==> src/rtl/vga_sync_detect_pkg.sv <==
// rtl/vga_sync_detect_pkg.sv - shared widths, saturation value and lock FSM encoding
package vga_sync_detect_pkg;

  localparam int CNT_W = 11;
  localparam logic [CNT_W-1:0] CNT_SAT = 11'd2047;
  localparam logic [CNT_W-1:0] CNT_ONE = 11'd1;

  typedef enum logic [1:0] {
    ST_SEARCH = 2'd0,
    ST_CHECK  = 2'd1,
    ST_LOCKED = 2'd2
  } lock_state_t;

  function automatic logic [CNT_W-1:0] sat_inc(input logic [CNT_W-1:0] value, input logic en);
    return (en && (value != CNT_SAT)) ? value + CNT_ONE : value;
  endfunction

endpackage

==> src/rtl/vga_sync_axis.sv <==
// rtl/vga_sync_axis.sv - one sync axis: synchronize, edge detect, measure, derive polarity/width, lock
module vga_sync_axis
  import vga_sync_detect_pkg::*;
(
  input  logic             i_clk,
  input  logic             i_reset,
  input  logic             i_sync,
  input  logic             i_cnt_en,
  input  logic             i_meas_en,
  output logic             o_rise,
  output logic             o_int,
  output logic [CNT_W-1:0] o_end,
  output logic [CNT_W-1:0] o_width,
  output logic             o_pol,
  output logic             o_locked
);

  logic             r_sync1, r_sync2, r_dly;
  logic             r_edge, r_int, r_vld1, r_vld2, r_armed;
  logic [CNT_W-1:0] r_per, r_high, r_cap_per, r_cap_high;
  logic [CNT_W-1:0] r_prev_per, r_prev_high, r_end, r_width;
  logic             r_pol;
  lock_state_t      r_state, w_state_nxt;

  logic             w_rise, w_timeout, w_same, w_pol;
  logic [CNT_W-1:0] w_per_inc, w_high_inc, w_low, w_width;

  assign w_rise     = r_sync2 & ~r_dly;
  assign w_per_inc  = sat_inc(r_per, i_cnt_en);
  assign w_high_inc = sat_inc(r_high, i_cnt_en & r_sync2);
  assign w_timeout  = (r_per == CNT_SAT) & ~w_rise;

  assign w_low   = r_cap_per - r_cap_high;
  assign w_pol   = (r_cap_high < w_low);
  assign w_width = w_pol ? r_cap_high : w_low;
  assign w_same  = (r_cap_per == r_prev_per) && (r_cap_high == r_prev_high);

  // The edge cycle itself closes the finishing period, so captures include this cycle's increment.
  always_ff @(posedge i_clk or posedge i_reset) begin
    if (i_reset) begin
      r_sync1    <= 1'b0;
      r_sync2    <= 1'b0;
      r_dly      <= 1'b0;
      r_edge     <= 1'b0;
      r_int      <= 1'b0;
      r_vld1     <= 1'b0;
      r_vld2     <= 1'b0;
      r_armed    <= 1'b0;
      r_per      <= '0;
      r_high     <= '0;
      r_cap_per  <= '0;
      r_cap_high <= '0;
    end else begin
      r_sync1 <= i_sync;
      r_sync2 <= r_sync1;
      r_dly   <= r_sync2;
      r_edge  <= w_rise;
      r_int   <= r_edge;
      r_vld1  <= w_rise & r_armed & (w_per_inc != CNT_SAT);
      r_vld2  <= r_vld1;
      if (w_rise) begin
        r_cap_per  <= w_per_inc;
        r_cap_high <= w_high_inc;
        r_per      <= '0;
        r_high     <= '0;
        r_armed    <= 1'b1;
      end else begin
        r_per  <= w_per_inc;
        r_high <= w_high_inc;
        if (w_timeout) begin
          r_armed <= 1'b0;
        end
      end
    end
  end

  // Measured outputs hold across a timeout; only the comparison history is cleared.
  always_ff @(posedge i_clk or posedge i_reset) begin
    if (i_reset) begin
      r_end       <= '0;
      r_width     <= '0;
      r_pol       <= 1'b0;
      r_prev_per  <= '0;
      r_prev_high <= '0;
    end else if (w_timeout) begin
      r_prev_per  <= '0;
      r_prev_high <= '0;
    end else if (r_vld2 && i_meas_en) begin
      r_end       <= r_cap_per - CNT_ONE;
      r_width     <= w_width;
      r_pol       <= w_pol;
      r_prev_per  <= r_cap_per;
      r_prev_high <= r_cap_high;
    end
  end

  always_ff @(posedge i_clk or posedge i_reset) begin
    if (i_reset) begin
      r_state <= ST_SEARCH;
    end else begin
      r_state <= w_state_nxt;
    end
  end

  always_comb begin
    w_state_nxt = r_state;
    if (w_timeout) begin
      w_state_nxt = ST_SEARCH;
    end else if (r_vld2) begin
      if (!i_meas_en || !w_same) begin
        w_state_nxt = ST_SEARCH;
      end else begin
        case (r_state)
          ST_SEARCH: w_state_nxt = ST_CHECK;
          ST_CHECK:  w_state_nxt = ST_LOCKED;
          default:   w_state_nxt = ST_LOCKED;
        endcase
      end
    end
  end

  assign o_rise   = w_rise;
  assign o_int    = r_int;
  assign o_end    = r_end;
  assign o_width  = r_width;
  assign o_pol    = r_pol;
  assign o_locked = (r_state == ST_LOCKED);

endmodule

==> src/rtl/vga_sync_detect.sv <==
// rtl/vga_sync_detect.sv - VGA h/v sync timing measurement and lock detection
module vga_sync_detect
  import vga_sync_detect_pkg::*;
(
  input  logic             i_clk,
  input  logic             i_reset,
  input  logic             i_hSync,
  input  logic             i_vSync,
  output logic [CNT_W-1:0] o_hEnd,
  output logic [CNT_W-1:0] o_hSyncWidth,
  output logic             o_hSyncPol,
  output logic [CNT_W-1:0] o_vEnd,
  output logic [CNT_W-1:0] o_vSyncWidth,
  output logic             o_vSyncPol,
  output logic             o_hLocked,
  output logic             o_vLocked,
  output logic             o_locked,
  output logic             o_inth,
  output logic             o_intv
);

  logic w_h_rise, w_h_locked, w_v_locked, w_v_rise_unused;
  logic r_locked;

  vga_sync_axis u_h_axis (
    .i_clk     (i_clk),
    .i_reset   (i_reset),
    .i_sync    (i_hSync),
    .i_cnt_en  (1'b1),
    .i_meas_en (1'b1),
    .o_rise    (w_h_rise),
    .o_int     (o_inth),
    .o_end     (o_hEnd),
    .o_width   (o_hSyncWidth),
    .o_pol     (o_hSyncPol),
    .o_locked  (w_h_locked)
  );

  // The v axis counts lines: its period/high counters advance only on h edges.
  vga_sync_axis u_v_axis (
    .i_clk     (i_clk),
    .i_reset   (i_reset),
    .i_sync    (i_vSync),
    .i_cnt_en  (w_h_rise),
    .i_meas_en (w_h_locked),
    .o_rise    (w_v_rise_unused),
    .o_int     (o_intv),
    .o_end     (o_vEnd),
    .o_width   (o_vSyncWidth),
    .o_pol     (o_vSyncPol),
    .o_locked  (w_v_locked)
  );

  always_ff @(posedge i_clk or posedge i_reset) begin
    if (i_reset) begin
      r_locked <= 1'b0;
    end else begin
      r_locked <= w_h_locked & w_v_locked;
    end
  end

  assign o_hLocked = w_h_locked;
  assign o_vLocked = w_v_locked;
  assign o_locked  = r_locked;

endmodule

==> config.mk <==
export PLATFORM = sky130hd
export DESIGN_NAME = vga_sync_detect
export DESIGN_NICKNAME = d
export VERILOG_FILES = /design/src/rtl/vga_sync_detect_pkg.sv /design/src/rtl/vga_sync_axis.sv /design/src/rtl/vga_sync_detect.sv
export SDC_FILE = /design/constraint.sdc
export NUM_CORES = 1
export LEC_CHECK = 0
export ABC_AREA = 1
export CAP_MARGIN = 20
export CORE_MARGIN = 10
export CORE_UTILIZATION = 30
export DETAILED_ROUTE_END_ITERATION = 12
export HOLD_SLACK_MARGIN = 0.12
export PLACE_DENSITY = 0.46
export SETUP_SLACK_MARGIN = 0.05
export SLEW_MARGIN = 10
export SYNTH_ARGS = -nofsm -noshare
export SYNTH_HDL_FRONTEND = slang
export SYNTH_SLANG_ARGS = --single-unit
==> constraint.sdc <==
create_clock -name i_clk -period 8.5 [get_ports i_clk]
set_input_delay 1.7 -clock i_clk [delete_from_list [all_inputs] [get_ports i_clk]]
set_output_delay 1.7 -clock i_clk [all_outputs]
set_load 0.1 [all_outputs]
==> flow_summary_export.csv, run 1 <==
group,metric,value,unit
clocking,cts_made_buffers,17,
drt,vias,8664,
setup_path,crit_path_start_kind,"flip-flop",
clocking,cts_resized,0,
timing,max-slew-margin-rel,33.2,%
layout,fin_nets,1454,
placement,routabilityCongestion,0.891,
outcome,status,"complete, no violations",
drt,vias_per_cell,4.63,
global_routing,grt_max_degree,100,
job,drv_cap,0,
drt,drt_iter0_drc,610,
clocking,cts_hold_buf,0,
layout,layout_common_cells,"nand2_1, dfrtp_1, inv_1",
placement,portBuffers,54,
layout,final_common_cell,"nand2_1",
timing,min_period,3.99,ns
clocking,clk_pin_slew,0.07,ns
floorplan,dieWidth,210,um
drt,drc,0,
timing,post-route-period-util,46.9,%
timing,whs,0.350,ns
floorplan,io_pins,55,
setup_path,reg2regPathDepth,18,
layout,drive_gt1_share,4.68,%
clocking,post_cts_buffers,0,
clocking,tritoncts,"built",
floorplan,start_util,30.5,%
layout,antenna_cells,0,
synth,ys_seq_area_share,45.9,%
floorplan,dieHeight,210,um
drt,drt_wl_total,29100,um
timing,fin_skew,0.0119,ns
clocking,clock_latency,0.45,ns
power_and_ir_drop,vdd.ir_drop.worst,0.104,mV
drt,drtAntennaViolNets,0,
synth,synthAdderAreaFrac,5.90,%
synth,syn_nets,1413,
global_routing,globalRouteTotalUtil,13.4,%
synth,synth_xor_area_share,5.32,%
global_routing,grt_pass1_wl,47700,um
synth,syn-cell-area,10900,um^2
timing,hold_violations,0,
min_path,hold-path-cell-count,0,
placement,dp_cells,1842,
setup_path,path_class,"reg2out",
timing,final_max_slew_viol_count,0,
synth,yosys.area_share.simple,25.5,%
setup_path,endpoint_kind,"primary output",
clocking,h-tree-depth,4,
global_routing,antenna_found_initial,0,
min_path,hold_class,"reg2reg",
synth,synth_top_family_by_area,"simple AND/OR/NAND/NOR gates",
timing,fmax,251,MHz
layout,area_growth,14.1,%
synth,avgSynthCellArea,7.99,um^2
clocking,clockBufferDepth,2,
floorplan,design.core.area,35700,um^2
setup_path,cp.required,6.80,ns
timing,setup_viol_count_final,0,
floorplan,fp-row-count,69,
setup_path,cp.arrival,2.29,ns
clocking,clock-sinks,199,
global_routing,grt_pass1_vias,8361,
layout,stdcell_count,1871,
global_routing,overflow,0,
timing,tns,0,ns
synth,synthCells,1359,
clocking,cts_root_buf,"clkbuf_16",
layout,fin_util,34.8,%
power_and_ir_drop,powerDensity,233,nW/um^2
drt,drt_first_pass_iters,7,
setup_path,cp_max_fo,4,
synth,synth_seq_cells,199,
synth,synth_mux_area_share,0,%
synth,yosysUniqueCellTypes,40,
floorplan,die-area,44200,um^2
timing,worst_pin_slew,0.999,ns
power_and_ir_drop,p_leak,5.97,nW
placement,dp_hpwl,21500,um
drt,avgRoutedWirePerCell,15.5,um
synth,yosysWarnings,0,
timing,rsz0062_at_grt,"no",
synth,synth_compound_area_share,10.2,%
stage by stage:
step	power, mW	setup WS, ns	cell area (um^2)
after floorplan	1.83	1.37	10900
after global placement	2.08	4.76	11800
after detailed placement	2.08	4.70	11800
after CTS	2.91	4.46	12400
after global routing	3.07	4.23	12400
final	2.88	4.51	12400
path summary, 6_finish.rpt:
check / from / endpoint / slack, ns
max: u_h_axis.r_state[0] / o_hLocked / 4.51
min: u_v_axis.r_edge / u_v_axis.o_int / 0.35
max reg2reg: u_v_axis.r_cap_per[0] / u_v_axis.o_width[8] / 4.64
min reg2reg: u_v_axis.r_edge / u_v_axis.o_int / 0.35
max in group asynchronous: i_reset / u_h_axis.r_high[8] / 5.57
min in group asynchronous: i_reset / u_v_axis.o_end[10] / 1.78
critical path: stages, from the launching register on:
cell	delay, ns
dfrtp_1	0.42
nor2_2	0.25
clkdlybuf4s50_1	1.18
metal layers:
metal / global-route usage, % / up-vias / part of all wire, % / wire [um]
met5: 0 / - / 0 / 0
met4: 3.17 / 0 / 0.97 / 282
met3: 2.24 / 15 / 3.9 / 1140
met2: 18.0 / 151 / 39 / 11400
met1: 21.4 / 4015 / 56 / 16200
li1: - / 4483 / - / -
synthesized netlist by cell type (all sizes together):
library cell	count	share of area, %
clkinv	1	0.035
buf	26	1.5
nor3	19	1.0
dfrtp	199	46
o22ai	20	1.2
and2	9	0.52
o21ai	117	5.6
a31oi	8	0.46
nand2	385	13
inv	150	5.2
or2	3	0.17
nor2	121	4.6
clkbuf	12	0.43
nand3b	5	0.35
a21oi	49	2.3
xor2	44	3.5
fa	2	0.37
o211ai	5	0.35
o21bai	2	0.14
xnor2	22	1.8
nand4	29	1.7
o21a	4	0.28
ha	48	5.5
nor4	1	0.058
nand3	78	3.8
final cells by class:
class                           count  area, um^2
Clock inverter                      9         123
Clock buffer                       20         447
Multi-Input combinational cell    971        5110
Tap cell                          461         577
Timing Repair Buffer               60         586
Sequential cell                   199        4980
Fill cell                        3738       23300
Inverter                          151         574
where the power goes:
part / switching, mW / internal [mW]
combinational: 0.661 / 0.283
sequential: 0.0887 / 1.03
clock: 0.376 / 0.442
total: 1.13 / 1.76
kinds of logic (layout without fill, tap and decap cells):
kind of cell | count (synthesis) | count (layout)
compound gates | 205 | 205
flops | 199 | 199
fa+ha+maj | 50 | 50
xor+xnor | 66 | 66
simple gates | 650 | 650
buf+inv | 189 | 240
Power figures use the tool's default switching activity.
==> inputs of run 2 (changes only) <==
- clock period: 8.5 -> 4.15 ns (I/O delays scaled with it)
==> run 2 against run 1 <==
Effect of this change: sequential share of layout area fell by 0.33 points; critical path type is now reg2reg; final cell count rose by 0.48%; clock-buffer cell count fell by 2; register-to-register slack got worse by 4.1 ns.
==> flow_summary_export.csv, run 2 (synthesis gave the netlist of run 1 again) <==
group,metric,value,unit
drt,vias,8804,
layout,layout_common_cells,"nand2_1, dfrtp_1, inv_1",
drt,met1Wirelength,16400,um
timing,post-route-period-util,87.1,%
clocking,cts_made_buffers,17,
power_and_ir_drop,power.share.clock,28.9,%
setup_path,critPathMaxStageDelay,0.46,ns
layout,fin_nets,1460,
drt,met3WireLength,1270,um
clocking,clock-sinks,199,
timing,final_max_slew_viol_count,0,
power_and_ir_drop,vdd.ir_drop.worst,0.237,mV
drt,drc,0,
timing,worst_pin_slew,1.02,ns
timing,tns,0,ns
setup_path,path_class,"reg2reg",
layout,area_growth,15.1,%
drt,top_layer_used,"met4",
drt,drt_first_pass_iters,5,
floorplan,dieWidth,210,um
setup_path,path_buf_inv,2,
setup_path,cp.arrival,3.94,ns
floorplan,die-area,44200,um^2
clocking,tritoncts,"built",
drt,avgRoutedWirePerCell,15.8,um
power_and_ir_drop,switchingPower,2.37,mW
global_routing,grt_max_degree,61,
timing,fmax,277,MHz
layout,antenna_cells,0,
power_and_ir_drop,pwr-share-seq,38.3,%
drt,drtAntennaViolNets,0,
drt,drt_wl_total,29600,um
layout,stdcell_count,1880,
power_and_ir_drop,powerDensity,480,nW/um^2
drt,drt_iter0_drc,699,
outcome,status,"complete, no violations",
power_and_ir_drop,p_leak,6.01,nW
timing,min_period,3.62,ns
timing,max-slew-margin-rel,31.7,%
timing,setup_viol_count_final,0,
floorplan,dieHeight,210,um
layout,drive_gt1_share,5.50,%
floorplan,design.core.area,35700,um^2
setup_path,crit_chain,"inv_1 > ha_1 > inv_1 > fa_1 > nand3_1 > nand2_1 > nand2_1 > o211ai_1 > xor2_1 > ha_1 > a21oi_1 > nor2_1 > nor2_1 > nand4_1 > nand2_2 > nand2_1 > nand2_1 > nand2_1",
timing,fin_skew,0.0185,ns
setup_path,slowest_stage,"fa_1",
clocking,clk_pin_slew,0.08,ns
clocking,clockBufferDepth,2,
global_routing,globalRouteTotalUtil,13.6,%
global_routing,antenna_found_initial,0,
timing,rsz0062_at_grt,"no",
setup_path,cp.required,4.48,ns
placement,dp_cells,1848,
setup_path,path_delay_family,"simple AND/OR/NAND/NOR gates",
floorplan,fp-row-count,69,
placement,dp_hpwl,22000,um
clocking,cts_root_buf,"clkbuf_16",
job,drv_cap,0,
setup_path,crit_path_start_kind,"flip-flop",
power_and_ir_drop,p_int,3.62,mW
drt,vias_per_cell,4.68,
placement,routabilityCongestion,0.917,
drt,wl_met2,11500,um
setup_path,cp_max_fo,13,
global_routing,overflow,0,
power_and_ir_drop,pwr-share-comb,32.8,%
placement,portBuffers,54,
timing,hold_violations,0,
clocking,h-tree-depth,4,
clocking,post_cts_buffers,0,
clocking,clock_latency,0.45,ns
floorplan,io_pins,55,
min_path,hold_class,"reg2reg",
placement,dpl_worst_slack,0.463,ns
layout,final_common_cell,"nand2_1",
setup_path,endpoint_kind,"flip-flop",
global_routing,grt_pass1_wl,48100,um
setup_path,crit_top_cell,"nand2_1",
floorplan,start_util,30.5,%
timing,fin_ws,0.535,ns
power_and_ir_drop,netSwitchingFraction,39.6,%
global_routing,grt_pass1_vias,8419,
run 2: changes by cell type in the layout (fill, tap and decap cells not counted), sizes merged:
cell      delta
clkinvlp     +4
inv          +2
buf          +6
clkinv       -1
clkbuf       -2
run 2: layout make-up:
cell class / count / area, um^2
Clock buffer: 18 / 439
Sequential cell: 199 / 4980
Fill cell: 3730 / 23200
Multi-Input combinational cell: 971 / 5110
Tap cell: 461 / 577
Timing Repair Buffer: 66 / 656
Inverter: 151 / 571
Clock inverter: 14 / 164
run 2: final timing paths:
check                                      startpoint                      to  slack, ns  cells past startpoint
worst max register to register  u_h_axis.r_cap_per[0]     u_h_axis.o_width[9]       0.53                     18
worst max-delay path            u_h_axis.r_cap_per[0]     u_h_axis.o_width[9]       0.53                     18
min in group asynchronous                     i_reset         u_h_axis.r_edge       0.85                      2
worst min register to register        u_h_axis.r_edge          u_h_axis.o_int       0.35                      0
max in group asynchronous                     i_reset  u_v_axis.r_cap_high[4]       2.35                      3
worst min-delay path                  u_h_axis.r_edge          u_h_axis.o_int       0.35                      0
run 2: power groups by stage:
stage	Clock, mW	Combinational [mW]	Sequential [mW]
finish	1.73	1.97	2.29
global route	1.86	2.18	2.32
CTS	1.80	1.97	2.29
detailed placement	0	1.96	2.33
global placement	0	1.97	2.33
floorplan	0	0.982	2.77
run 2: worst reg2reg max path, delay by kind of cell, from the launching register on:
family                     cells  cell delay [ns]
xor gates and xnor gates       1             0.22
adders and majority gates      3             0.94
DFF                            1             0.44
AOI/OAI and AO/OA              2             0.25
buffers and inverters          2             0.23
and+or+nand+nor               10             1.44
run 2: repair_timing:
action	4_1_cts	5_1_grt
hold buffers	0	0
gates resized for setup	0	1
setup endpoints to repair	0	2
run 2: through the flow:
| stage | power, mW | hold WS [ns] | instance area, um^2 | util (%) |
|---|---|---|---|---|
| floorplan | 3.75 | 0.331 | 10900 | - |
| global placement | 4.30 | 0.333 | 11900 | 33.3 |
| detailed placement | 4.29 | 0.335 | 11900 | 33.3 |
| CTS | 6.07 | 0.351 | 12500 | 35.0 |
| global route | 6.36 | 0.354 | 12500 | 35.0 |
| finish | 6.00 | 0.351 | 12500 | 35.0 |
run 2: routing by layer:
metal	up-vias	track usage [%]
met5	-	0
met1	4105	21.7
met3	26	2.21
met2	181	17.9
met4	0	4.10
li1	4492	-
==> inputs of run 3 (changes only) <==
- SETUP_SLACK_MARGIN: 0.05 -> 0.1
==> results of run 3 <==
Final layout, timing and power as in run 2 (identical DEF).
